`src/rtl/instr_queue.sv`:
```
`default_nettype none
// ============================================================================
// Module      : instr_queue
// Description : In-order instruction queue between fetch and decode. It takes
//               one {pc, instr} per cycle from fetch, presents the oldest entry
//               to decode through a valid/ready handshake, holds fetch off with
//               'stop' while full, and drops all contents on a redirect flush.
//
// Ports       : clk        - clock, rising-edge
//               reset      - asynchronous reset, active low
//               flush      - redirect; discard all entries
//               in_valid   - fetch presents an instruction
//               in_pc      - presented PC (64b)
//               in_instr   - presented instruction word (32b)
//               stop       - queue full, fetch must hold
//               out_valid  - head entry valid for decode
//               out_pc     - head entry PC
//               out_instr  - head entry instruction
//               out_ready  - decode consumes the head entry
//               count      - current occupancy, 0..DEPTH
//
// Build macro : INSTR_QUEUE_BYPASS_EN - when defined, an instruction arriving
//               at an empty queue is presented to decode in the same cycle and
//               is only written if decode does not take it.
//
// Revision    : 1.0 - initial release
// ============================================================================
module instr_queue #(
    parameter int DEPTH = 4,
    parameter int PTR_W = $clog2(DEPTH)
) (
    input  logic             clk,
    input  logic             reset,
    input  logic             flush,
    input  logic             in_valid,
    input  logic [63:0]      in_pc,
    input  logic [31:0]      in_instr,
    output logic             stop,
    output logic             out_valid,
    output logic [63:0]      out_pc,
    output logic [31:0]      out_instr,
    input  logic             out_ready,
    output logic [PTR_W:0]   count
);

    localparam logic [PTR_W:0] c_depth_cnt = (PTR_W + 1)'(DEPTH);

    logic [63:0]      r_mem_pc    [DEPTH];
    logic [31:0]      r_mem_instr [DEPTH];
    logic [PTR_W-1:0] r_head;
    logic [PTR_W-1:0] r_tail;
    logic [PTR_W:0]   r_count;

    logic             w_full;
    logic             w_empty;
    logic             w_push;
    logic             w_pop;

    // Occupancy is tracked explicitly so that head==tail is never ambiguous.
    assign w_full  = (r_count == c_depth_cnt);
    assign w_empty = (r_count == '0);

    // stop depends on registered occupancy only; a pop in the same cycle does
    // not open a slot, which keeps out_ready off the path to fetch.
    assign stop  = w_full;
    assign count = r_count;

`ifdef INSTR_QUEUE_BYPASS_EN
    logic w_bypass;

    // Empty queue: forward the fetch entry straight to decode. If decode takes
    // it this cycle it is never written into storage.
    assign w_bypass  = w_empty & in_valid & ~flush;
    assign w_push    = in_valid & ~w_full & ~flush & ~(w_bypass & out_ready);
    assign w_pop     = ~w_empty & out_ready & ~flush;
    assign out_valid = ~w_empty | w_bypass;
    assign out_pc    = w_bypass ? in_pc    : r_mem_pc[r_head];
    assign out_instr = w_bypass ? in_instr : r_mem_instr[r_head];
`else
    assign w_push    = in_valid & ~w_full & ~flush;
    assign w_pop     = ~w_empty & out_ready & ~flush;
    assign out_valid = ~w_empty;
    assign out_pc    = r_mem_pc[r_head];
    assign out_instr = r_mem_instr[r_head];
`endif

    // Storage carries no reset; its contents are only meaningful below count.
    always_ff @(posedge clk) begin
        if (w_push) begin
            r_mem_pc[r_tail]    <= in_pc;
            r_mem_instr[r_tail] <= in_instr;
        end
    end

    always_ff @(posedge clk or negedge reset) begin
        if (!reset) begin
            r_head  <= '0;
            r_tail  <= '0;
            r_count <= '0;
        end else if (flush) begin
            r_head  <= '0;
            r_tail  <= '0;
            r_count <= '0;
        end else begin
            if (w_push) begin
                r_tail <= r_tail + PTR_W'(1);
            end
            if (w_pop) begin
                r_head <= r_head + PTR_W'(1);
            end
            case ({w_push, w_pop})
                2'b10:   r_count <= r_count + (PTR_W + 1)'(1);
                2'b01:   r_count <= r_count - (PTR_W + 1)'(1);
                default: r_count <= r_count;
            endcase
        end
    end

`ifndef SYNTHESIS
    a_depth_pow2: assert property (@(posedge clk)
        ((DEPTH & (DEPTH - 1)) == 0) && (DEPTH >= 2));

    a_count_max: assert property (@(posedge clk) disable iff (!reset)
        r_count <= c_depth_cnt);

    a_no_pop_empty: assert property (@(posedge clk) disable iff (!reset)
        !(w_pop && w_empty));
`endif

endmodule
`default_nettype wire

```
`config.mk`:
```
export PLATFORM = sky130hd
export DESIGN_NAME = instr_queue
export DESIGN_NICKNAME = d
export VERILOG_FILES = /design/src/rtl/instr_queue.sv
export SDC_FILE = /design/constraint.sdc
export NUM_CORES = 1
export LEC_CHECK = 0
export CAP_MARGIN = 20
export CELL_PAD_IN_SITES_DETAIL_PLACEMENT = 1
export CELL_PAD_IN_SITES_GLOBAL_PLACEMENT = 2
export CORE_UTILIZATION = 39
export CTS_CLUSTER_DIAMETER = 80
export DETAILED_ROUTE_END_ITERATION = 10
export PLACE_DENSITY_LB_ADDON = 0.05
export SLEW_MARGIN = 10
export SYNTH_ARGS = -nofsm -noshare
export SYNTH_HDL_FRONTEND = slang
export SYNTH_SLANG_ARGS = --single-unit
```
`constraint.sdc`:
```
create_clock -name clk -period 3.71 [get_ports clk]
set_input_delay 0.742 -clock clk [delete_from_list [all_inputs] [get_ports clk]]
set_output_delay 0.742 -clock clk [all_outputs]
set_load 0.01 [all_outputs]
```
==> impl_metrics.csv <==
group,metric,value,unit
run_status,status,"complete, no violations",
placed_design,numPortBuffers,201,
clocking,cts_sinks,391,
routing,highest_layer,"met5",
placed_design,place_area,17100,µm²
routing,routedWlPerCell,22.8,µm
synth,synth_simple_gate_area_share,1.03,%
clocking,cts_tree,"built",
routing,met2WireLength,14.7,mm
routing,ant_nets,0,
floorplanning,die_h,194,µm
worst_setup_path,worst_path_largest_cell_delay,720,ps
worst_hold_path,hold_path.class,"in2async",
cells_and_area,layout_commonest_cell,"edfxtp_1",
worst_setup_path,crit_path_end_kind,"output pin",
worst_setup_path,crit_fanout,27,
cells_and_area,n_antenna_cell,0,
clocking,cts_resized,0,
routing,drt_first_pass_iters,6,
cells_and_area,fillers,3197,
clocking,htreeDepth,2,
worst_setup_path,crit_slowest_cell,"dfrtp_4",
global_routing,grt_pass1_wl,45.4,mm
global_routing,grt_pass1_vias,7334,
timing,setup_ws,307,ps
pwr,max-vdd-ir-drop,361,µV
cells_and_area,nNetsFinal,907,
synth,synth_top_family_by_area,"multiplexers",
cells_and_area,most-common-layout-cells,"edfxtp_1 (384), clkdlybuf4s50_1 (201), mux4_2 (96)",
clocking,clockBufferDepth,3,
global_routing,grt_use_total,16.0,%
placed_design,place_congestion,0.705,
routing,drt_first_iter_violations,216,
synth,yosys_warnings,0,
timing,period_share,91.7,%
synth,ys_seq_elements,391,
worst_setup_path,worstPathArrival,2660,ps
floorplanning,die_area,37700,µm²
clocking,cts_hold_buffers,0,
clocking,cts_setup_buffers,0,
worst_setup_path,crit_chain,"buf_12 > mux4_2 > clkdlybuf4s50_1",
placed_design,place_ws,496,ps
routing,wl_met3,1.45,mm
global_routing,antenna_found_initial,1,
timing,slew_violations,0,
synth,netlist_area,14400,µm²
synth,synth_mux_area_share,15.0,%
synth,avgSynthCellArea,25.3,µm²
timing,fmax,294,MHz
clocking,path_clk_slew,60,ps
pwr,p_leak,5.78,nW
floorplanning,rows,70,
worst_setup_path,crit_type,"reg2out",
synth,synth_seq_area_share,81.2,%
cells_and_area,area.growth.synth_to_final,28.2,%
worst_setup_path,required,2970,ps
cells_and_area,fin_area,18500,µm²
global_routing,grt_max_degree,47,
floorplanning,die_x,194,µm
synth,synth_adder_area_share,0.486,%
timing,relSlewSlack,58.2,%
worst_setup_path,critPathLaunchType,"flip-flop",
timing,hold_viol,0,
placed_design,dp_hpwl,18.2,mm
routing,viasPerCell,5.09,
cells_and_area,drive_gt1_share,20.8,%
floorplanning,ios,202,
timing,fin_setup_tns,0,ps
floorplanning,initial_utilization,39.5,%
routing,drc_errors,0,
synth,synth_xor_area_share,0.182,%
timing,rsz0062_at_grt,"false",
routing,wl_met1,13.0,mm
clocking,numCtsBuffers,42,
synth,yosysUniqueCellTypes,34,
synth,synth_nets,675,
synth,synth_compound_area_share,0.747,%
synth,synthCells,569,
timing,fin_skew,18.5,ps
clocking,cts_root_buf,"clkbuf_16",
floorplanning,coreArea,36500,µm²
pwr,powerDensity,562,nW/µm²
clocking,clk_latency,520,ps
timing,tightestPinTransition,626,ps
timing,fin_crit,3400,ps
routing,num_vias,6628,
timing,finalSetupViolations,0,
global_routing,grt_overflow,0,
run,maxCapViolations,0,
routing,drt_wl_total,29.7,mm
power breakdown:
part / total [W] / leakage [nW] / switching [W] / internal (W)
Clock: 0.00400 / 0.662 / 0.00160 / 0.00241
Combinational: 0.00129 / 1.54 / 0.000543 / 0.000752
Sequential: 0.00507 / 3.58 / 0.0000742 / 0.00500
routing by layer:
metal	track usage, %	vias to the layer above
met5	0	-
met3	3.27	46
met2	26.4	169
met1	22.0	3491
li1	-	2920
met4	3.94	2
cell type report:
| class | count | area (µm²) | area share (%) |
|---|---|---|---|
| multi-input cells | 146 | 2520 | 13.7 |
| clock inverters | 24 | 180 | 0.976 |
| inverters | 4 | 15.0 | 0.0813 |
| repair buffers | 216 | 2290 | 12.4 |
| well taps | 468 | 586 | 3.17 |
| clock buffers | 54 | 1160 | 6.28 |
| flip-flops and latches | 391 | 11700 | 63.4 |
path summary, 6_finish.rpt:
| path | cells after the start | slack, ps | startpoint | to |
|---|---|---|---|---|
| setup / recovery | 3 | 310 | r_head[0]$_DFFE_PN0P_ | out_instr[19] |
| hold / removal | 1 | 510 | reset | r_tail[0]$_DFFE_PN0P_ |
| setup reg to reg | 4 | 1310 | count[0]$_DFFE_PN0P_ | r_mem_instr[3][4]$_DFFE_PP_ |
| hold reg to reg | 2 | 600 | r_tail[1]$_DFFE_PN0P_ | r_tail[1]$_DFFE_PN0P_ |
| max in group asynchronous | 1 | 2870 | reset | r_head[1]$_DFFE_PN0P_ |
| min in group clk | 2 | 600 | r_tail[1]$_DFFE_PN0P_ | r_tail[1]$_DFFE_PN0P_ |
synthesized netlist by cell type:
cell type,n,area (µm²)
buf_12,1,20.0
o31ai_1,1,7.51
edfxtp_1,384,11500
a21oi_1,6,30.0
ha_1,4,50.1
nand2b_1,4,25.0
o22ai_1,2,12.5
nor3b_1,2,15.0
a211oi_1,1,7.51
o311ai_0,1,8.76
buf_8,1,15.0
or3_1,3,18.8
clkbuf_1,7,26.3
fa_1,1,20.0
a31oi_1,1,6.26
dfrtp_1,7,175
nand3_1,1,5.00
buf_6,2,22.5
o21ai_0,2,10.0
buf_4,2,15.0
nor3_1,2,10.0
buf_1,1,3.75
a221oi_1,1,8.76
nor2_1,4,15.0
mux4_2,96,2160
buf_2,14,70.1
inv_1,4,15.0
a22oi_1,1,7.51
xnor2_1,1,8.76
nor4_1,1,6.26
a2111oi_0,1,8.76
xor2_1,2,17.5
and2_1,5,31.3
nand3b_1,3,22.5
metrics by stage:
step           hold slack [ps]  total power (W)  util [%]  std cells
3_5_place_dp               596          0.00649      46.9       1225
5_1_grt                    511           0.0108      50.6       1303
2_1_floorplan              446          0.00579         -        569
4_1_cts                    504           0.0105      50.6       1303
3_3_place_gp               594          0.00648      46.9       1225
6_report                   514           0.0104      50.6       1303
state kept, by name, indices dropped and copies added, names as in the netlist:
name	flops
r_tail	2
r_mem_instr	128
r_head	2
r_mem_pc	256
count	3
worst max-delay path, delay by kind of cell, from the launching register on:
kind	cells	cell delay [ps]
buffers and inverters	2	870
flip-flops	1	720
multiplexers	1	530
cell families after synthesis:
| kind of cell | Yosys count |
|---|---|
| buffers and inverters | 32 |
| flip-flops | 391 |
| AO/OA/AOI/OAI | 17 |
| adder cells (fa/ha/maj) | 5 |
| multiplexers | 96 |
| XOR/XNOR | 3 |
| AND/OR/NAND/NOR | 25 |
(Power assumes the default switching activity.)
